<file path="src/rtl/pea_33_ctrl_pkg.sv">
// Shared types and constants for the 3x3 PE-array sequencer.
package pea_33_ctrl_pkg;

    localparam int unsigned KERNEL_K  = 3;
    localparam int unsigned PE_LAT    = 2;
    localparam int unsigned CFG_CNT_W = 8;
    localparam int unsigned CFG_ROW_W = 4;

    typedef enum logic [2:0] {
        ST_IDLE,
        ST_WGT,
        ST_IFM,
        ST_DRAIN,
        ST_DONE
    } pea_state_e;

    typedef struct packed {
        logic                 stride;
        logic [CFG_CNT_W-1:0] ic_num;
        logic [CFG_CNT_W-1:0] oc_num;
        logic [CFG_CNT_W-1:0] ifm_w;
        logic [CFG_ROW_W-1:0] row_vld;
    } pea_cfg_t;

endpackage

</file>
<file path="src/rtl/pea_33_vld_pipe.sv">
// Fixed-latency delay line carrying the {emit, last_ic, last_oc} tag alongside the PE pipeline.
module pea_33_vld_pipe #(
    parameter int unsigned DEPTH = 2,
    parameter int unsigned W     = 3
) (
    input  logic         clk,
    input  logic         rstn,
    input  logic [W-1:0] tag_in,
    output logic [W-1:0] tag_out
);

    logic [W-1:0] stage_q [DEPTH];
    logic [W-1:0] stage_d [DEPTH];

    always_comb begin
        stage_d[0] = tag_in;
        for (int unsigned i = 1; i < DEPTH; i++) begin
            stage_d[i] = stage_q[i-1];
        end
    end

    always_ff @(posedge clk or negedge rstn) begin
        if (!rstn) begin
            for (int unsigned i = 0; i < DEPTH; i++) begin
                stage_q[i] <= '0;
            end
        end else begin
            stage_q <= stage_d;
        end
    end

    assign tag_out = stage_q[DEPTH-1];

endmodule

</file>
<file path="src/rtl/pea_33_ctrl.sv">
// oc -> ic -> ifm-column sequencer for the 3x3 PE array.
// Optional stall counter output enabled by defining PEA_33_CTRL_PERF_EN.
module pea_33_ctrl #(
    parameter int unsigned COL    = 8,
    parameter int unsigned PE_LAT = pea_33_ctrl_pkg::PE_LAT,
    parameter int unsigned CNT_W  = pea_33_ctrl_pkg::CFG_CNT_W,
    localparam int unsigned ROW_W = $clog2(COL) + 1
) (
    input  logic             clk,
    input  logic             rstn,
    input  logic             start,
    input  logic             cfg_stride,
    input  logic [CNT_W-1:0] cfg_ic_num,
    input  logic [CNT_W-1:0] cfg_oc_num,
    input  logic [CNT_W-1:0] cfg_ifm_w,
    input  logic [ROW_W-1:0] cfg_row_vld,
    input  logic             wgt_vld,
    input  logic             ifm_vld,
    output logic             busy,
    output logic             done,
    output logic             stride,
    output logic             wgt_read,
    output logic             ifm_read,
    output logic [COL-1:0]   pvalid,
    output logic             ic_done,
    output logic             oc_done
`ifdef PEA_33_CTRL_PERF_EN
    ,
    output logic [31:0]      stall_cnt
`endif
);
    import pea_33_ctrl_pkg::*;

    localparam int unsigned DRN_W = (PE_LAT > 1) ? $clog2(PE_LAT) : 1;

    pea_state_e       state_q, state_d;
    pea_cfg_t         cfg_q, cfg_d;
    logic [CNT_W-1:0] oc_cnt_q, oc_cnt_d;
    logic [CNT_W-1:0] ic_cnt_q, ic_cnt_d;
    logic [CNT_W-1:0] col_cnt_q, col_cnt_d;
    logic [1:0]       wgt_cnt_q, wgt_cnt_d;
    logic [DRN_W-1:0] drn_cnt_q, drn_cnt_d;

    logic [CNT_W-1:0] ic_num, oc_num, ifm_w, oc_col, last_col;
    logic [ROW_W-1:0] row_vld;
    logic [COL-1:0]   row_mask;
    logic             emit, last_ic, last_oc;
    logic [2:0]       tag_in, tag_out;

    assign ic_num  = CNT_W'(cfg_q.ic_num);
    assign oc_num  = CNT_W'(cfg_q.oc_num);
    assign ifm_w   = CNT_W'(cfg_q.ifm_w);
    assign row_vld = ROW_W'(cfg_q.row_vld);

    always_comb begin
        state_d   = state_q;
        cfg_d     = cfg_q;
        oc_cnt_d  = oc_cnt_q;
        ic_cnt_d  = ic_cnt_q;
        col_cnt_d = col_cnt_q;
        wgt_cnt_d = wgt_cnt_q;
        drn_cnt_d = drn_cnt_q;
        case (state_q)
            ST_IDLE: begin
                if (start) begin
                    cfg_d.stride  = cfg_stride;
                    cfg_d.ic_num  = CFG_CNT_W'(cfg_ic_num);
                    cfg_d.oc_num  = CFG_CNT_W'(cfg_oc_num);
                    cfg_d.ifm_w   = CFG_CNT_W'(cfg_ifm_w);
                    cfg_d.row_vld = CFG_ROW_W'(cfg_row_vld);
                    oc_cnt_d      = '0;
                    ic_cnt_d      = '0;
                    wgt_cnt_d     = '0;
                    state_d       = ST_WGT;
                end
            end
            ST_WGT: begin
                if (wgt_vld) begin
                    if (wgt_cnt_q == 2'(KERNEL_K - 1)) begin
                        wgt_cnt_d = '0;
                        col_cnt_d = '0;
                        state_d   = ST_IFM;
                    end else begin
                        wgt_cnt_d = wgt_cnt_q + 2'd1;
                    end
                end
            end
            ST_IFM: begin
                if (ifm_vld) begin
                    if (col_cnt_q == ifm_w) begin
                        drn_cnt_d = '0;
                        state_d   = ST_DRAIN;
                    end else begin
                        col_cnt_d = col_cnt_q + 1'b1;
                    end
                end
            end
            ST_DRAIN: begin
                if (drn_cnt_q == DRN_W'(PE_LAT - 1)) begin
                    drn_cnt_d = '0;
                    if (ic_cnt_q < ic_num) begin
                        ic_cnt_d = ic_cnt_q + 1'b1;
                        state_d  = ST_WGT;
                    end else if (oc_cnt_q < oc_num) begin
                        ic_cnt_d = '0;
                        oc_cnt_d = oc_cnt_q + 1'b1;
                        state_d  = ST_WGT;
                    end else begin
                        state_d  = ST_DONE;
                    end
                end else begin
                    drn_cnt_d = drn_cnt_q + 1'b1;
                end
            end
            ST_DONE: state_d = ST_IDLE;
            default: state_d = ST_IDLE;
        endcase
    end

    always_ff @(posedge clk or negedge rstn) begin
        if (!rstn) begin
            state_q   <= ST_IDLE;
            cfg_q     <= '0;
            oc_cnt_q  <= '0;
            ic_cnt_q  <= '0;
            col_cnt_q <= '0;
            wgt_cnt_q <= '0;
            drn_cnt_q <= '0;
        end else begin
            state_q   <= state_d;
            cfg_q     <= cfg_d;
            oc_cnt_q  <= oc_cnt_d;
            ic_cnt_q  <= ic_cnt_d;
            col_cnt_q <= col_cnt_d;
            wgt_cnt_q <= wgt_cnt_d;
            drn_cnt_q <= drn_cnt_d;
        end
    end

    assign busy     = (state_q != ST_IDLE);
    assign done     = (state_q == ST_DONE);
    assign stride   = cfg_q.stride;
    assign wgt_read = (state_q == ST_WGT) && wgt_vld;
    assign ifm_read = (state_q == ST_IFM) && ifm_vld;

    // Output column parity equals col_cnt parity, so an odd ifm_w under stride 2
    // ends on an odd column and the last emitted strobe is the one before it.
    assign oc_col   = col_cnt_q - CNT_W'(2);
    assign last_col = (cfg_q.stride && ifm_w[0]) ? ifm_w - 1'b1 : ifm_w;
    assign emit     = ifm_read && (col_cnt_q >= CNT_W'(2)) && (!cfg_q.stride || !oc_col[0]);
    assign last_ic  = emit && (col_cnt_q == last_col) && (ic_cnt_q == ic_num);
    assign last_oc  = last_ic && (oc_cnt_q == oc_num);
    assign tag_in   = {emit, last_ic, last_oc};

    pea_33_vld_pipe #(
        .DEPTH (PE_LAT),
        .W     (3)
    ) u_vld_pipe (
        .clk     (clk),
        .rstn    (rstn),
        .tag_in  (tag_in),
        .tag_out (tag_out)
    );

    always_comb begin
        row_mask = '0;
        for (int unsigned i = 0; i < COL; i++) begin
            row_mask[i] = (ROW_W'(i) < row_vld);
        end
    end

    assign pvalid  = {COL{tag_out[2]}} & row_mask;
    assign ic_done = tag_out[1];
    assign oc_done = tag_out[0];

`ifdef PEA_33_CTRL_PERF_EN
    logic [31:0] stall_cnt_q, stall_cnt_d;
    logic        stalled;

    always_comb begin
        stall_cnt_d = stall_cnt_q;
        stalled     = ((state_q == ST_WGT) && !wgt_vld) || ((state_q == ST_IFM) && !ifm_vld);
        if ((state_q == ST_IDLE) && start) begin
            stall_cnt_d = '0;
        end else if (stalled && (stall_cnt_q != '1)) begin
            stall_cnt_d = stall_cnt_q + 32'd1;
        end
    end

    always_ff @(posedge clk or negedge rstn) begin
        if (!rstn) begin
            stall_cnt_q <= '0;
        end else begin
            stall_cnt_q <= stall_cnt_d;
        end
    end

    assign stall_cnt = stall_cnt_q;
`endif

endmodule

</file>
<file path="config.mk">
export PLATFORM = sky130hd
export DESIGN_NAME = pea_33_ctrl
export DESIGN_NICKNAME = d
export VERILOG_FILES = /design/src/rtl/pea_33_ctrl_pkg.sv /design/src/rtl/pea_33_vld_pipe.sv /design/src/rtl/pea_33_ctrl.sv
export SDC_FILE = /design/constraint.sdc
export NUM_CORES = 1
export LEC_CHECK = 0
export CELL_PAD_IN_SITES_DETAIL_PLACEMENT = 0
export CELL_PAD_IN_SITES_GLOBAL_PLACEMENT = 1
export CORE_MARGIN = 8
export CORE_UTILIZATION = 48
export CTS_CLUSTER_SIZE = 8
export DETAILED_ROUTE_END_ITERATION = 10
export DONT_BUFFER_PORTS = 1
export PLACE_DENSITY = 0.78
export SYNTH_ARGS = -nofsm -noshare
export SYNTH_HDL_FRONTEND = slang
export SYNTH_SLANG_ARGS = --single-unit
</file>
<file path="constraint.sdc">
create_clock -name clk -period 3.35 [get_ports clk]
set_clock_uncertainty 0.05 [all_clocks]
set_input_delay 0.8375 -clock clk [delete_from_list [all_inputs] [get_ports clk]]
set_output_delay 0.8375 -clock clk [all_outputs]
set_load 0.005 [all_outputs]
</file>
==> results by group <==
CTS
  • Hold Buf Count CTS: 0
  • Maximum number of buffers from clock root to sink: 2
  • H-tree levels: 3
  • Number of buffers created by CTS: 9
  • Count of clock tree sinks: 65
  • Clock slew at reported path FFs: 0.07 ns
  • CTS tree: built
  • Gates resized, CTS repair: 0
  • Clock latency reported for the late side of the worst-skew pair: 0.33 ns
  • Number of buffers inserted to repair setup after CTS: 0
  • Root cell of the clock tree: sky130_fd_sc_hd__clkbuf_8

Floorplanning
  • Die span in y: 101 um
  • Overall die width: 101 um
  • Die footprint: 0.0102 mm^2
  • Effective utilization at floorplan: 48.6%
  • Placeable core region: 0.00714 mm^2
  • Placement row count: 31
  • Number of primary I/O pins: 49

Detailed routing
  • Number of iterations in the first detailed-routing pass: 4
  • Number of nets with antenna violations after routing: 0
  • Number of design-rule violations left by the first detailed-router iteration: 112
  • Routed wirelength normalized by instance count: 15.4 um
  • Number of vias after detailed routing: 2648
  • DRC: 0
  • Total wire length: 7540 um
  • Via density per instance: 5.39

Final layout
  • Most common cell after layout, fill and taps aside: sky130_fd_sc_hd__nand2_1
  • FILL cells: 685
  • Number of antenna cells inserted: 0
  • Area added between synthesis and finish: 9.85%
  • Layout Nets: 441
  • Post-route non-filler standard cell count: 491
  • Commonest cells after routing, fill and taps aside: 81 x sky130_fd_sc_hd__nand2_1, 65 x sky130_fd_sc_hd__dfrtp_1, 27 x sky130_fd_sc_hd__o21ai_0
  • Fraction of layout cells with a size suffix above 1: 5.36%

STA
  • Final setup vio count: 0
  • Max frequency: 368 MHz
  • Setup Total Neg Slack: 0 ns
  • Tcrit/Tclk final: 81.2%
  • Slew Viols, Final: 0
  • Max transition margin: 50.5%
  • Shortest clock period the worst path allows after layout: 2.72 ns
  • Total count of hold-check failures in the final report: 0
  • Actual transition at the worst max-transition pin: 0.741 ns
  • RSZ-0062 raised after global routing: false

Power and ir drop
  • Leakage component of the power: 0.00183 uW
  • Final Power: 3270 uW
  • Worst vdd ir: 428 uV
  • Power density normalized to cell area: 858 mW/mm^2

Synth
  • Share of synthesized registers carrying an async set or reset: 100%
  • Fraction of the yosys area taken by sequential cells: 46.9%
  • Synth warn: 0
  • Number of synthesized flops with an enable pin: 0
  • Post-synthesis average cell area: 8.96 um^2
  • Number of unique standard cell types used by synthesis: 44
  • Number of synthesized register bits: 65
  • Most frequently used flop master after synthesis: sky130_fd_sc_hd__dfrtp_1
  • Post-Synthesis Cell Area: 0.00347 mm^2
  • Synthesized instance count: 387
  • Mapped Nets: 441

Placement
  • # port buffers: 0
  • Post-Place Cells: 475
  • Routability congestion estimate: 0.790
  • Hpwl dp: 5430 um

Status
  • Run status: finished, final reports clean

Worst setup path
  • Crit path launch type: register
  • Worst reg2reg setup slack: 0.66 ns
  • Maximum net fanout on the critical path: 11
  • R2r worst-path depth: 7
  • CP Capture Type: output port
  • Critical path arrival: 1.83 ns
  • Reg2Reg Capture Point: oc_cnt_q[6]
  • Reg-to-reg startpoint: oc_cnt_q[1]
  • Startpoint-to-endpoint class of the critical path: reg -> out
  • Data required time of the worst path: 2.46 ns

Global route
  • Largest net degree at the start of global routing: 66
  • Antenna violations before repair: 0
  • Global-route wire length before repair: 12700 um
  • Overall global routing resource usage: 15.7%
  • Vias in the first global route: 2578
  • GRT overflow: 0

Worst hold path
  • Worst hold path type: in -> async

Flow run
  • Number of maximum-capacitance violations: 0
-- power breakdown --
group	leakage, uW	switching (uW)	internal [uW]
sequential	0.000846	263	1050
combinational	0.000861	693	457
clock	0.000120	297	514
-- cell families after synthesis --
family          share of synthesized area (%)
compound gates                           13.0
simple gates                             24.5
xor+xnor                                 3.79
flops                                    46.9
buf+inv                                  4.37
fa+ha+maj                                7.22
mux                                     0.289
-- registers in the layout, summed over array words and instances (netlist names) --
register,flops
wgt_cnt_q,2
oc_num,8
state_q,3
oc_cnt_q,8
drn_cnt_q,1
u_vld_pipe.tag_out,3
col_cnt_q,8
u_vld_pipe.stage_d,3
stride,1
ic_num,8
ifm_w,8
ic_cnt_q,8
row_vld,4
-- worst max path at each step --
| stage | start | to | depth (start not counted) |
|---|---|---|---|
| after floorplan | oc_cnt_q[1] | oc_cnt_q[5] | 7 |
| after global placement | oc_cnt_q[1] | oc_cnt_q[3] | 7 |
| after detailed placement | oc_cnt_q[1] | oc_cnt_q[3] | 7 |
| after CTS | state_q[1] | ifm_read | 3 |
| after global routing | state_q[0] | wgt_read | 2 |
| final | state_q[0] | ifm_read | 3 |
-- cells in the mapped netlist (all sizes together) (2+ instances only) --
master  instances  area [um^2]
nand3          21          105
o211ai          2         15.0
or3             4         25.0
clkbuf         11         41.3
or4             5         37.5
nor2           12         45.0
a21oi          22          110
dfrtp          65         1630
nor4b           4         35.0
nor4            3         18.8
nor3b           3         22.5
o21a            4         30.0
xnor2           6         52.6
nand2          82          310
a22o            2         17.5
and3            8         50.1
buf             4         27.5
nor3            9         45.0
o31ai           5         37.5
xor2            9         78.8
and2            5         31.3
nand4           7         43.8
nor2b           5         31.3
o21ai          27          135
inv            22         82.6
a31oi           5         31.3
ha             20          250
nand3b          2         15.0
nand2b          2         12.5
-- cell type report --
type	count	area [um^2]	share of cell area [%]
well taps	99	124	3.25
clock inverters	5	103	2.69
multi-input cells	285	1690	44.3
clock buffers	11	141	3.71
repair buffers	4	42.5	1.12
inverters	22	82.6	2.17
flip-flops and latches	65	1630	42.7
-- layer usage --
layer  global-route usage, %  share of wire, %  vias to the layer above
met3                    3.38               4.9                       11
met2                    23.2                43                       56
met4                    5.73               1.5                        0
met5                       0                 0                        -
li1                        -                 -                     1349
met1                    21.9                51                     1232
-- critical path, cell delays in order, from the launching register on --
cell                      delay [ns]
sky130_fd_sc_hd__dfrtp_1        0.50
sky130_fd_sc_hd__nor3b_1        0.66
sky130_fd_sc_hd__nand2_1        0.23
sky130_fd_sc_hd__inv_1          0.12
-- per-stage QoR --
stage                     setup WS (ns)  hold WS (ns)  utilization, %  area (um^2)
after global placement            0.770         0.284            49.9         3560
after detailed placement          0.703         0.286            49.9         3560
after CTS                         0.627         0.132            53.4         3810
after global routing              0.475         0.119            53.4         3810
after floorplan                    1.01         0.281               -         3470
final                             0.631         0.144            53.4         3810
No activity file was read; power rests on OpenSTA's default activity.
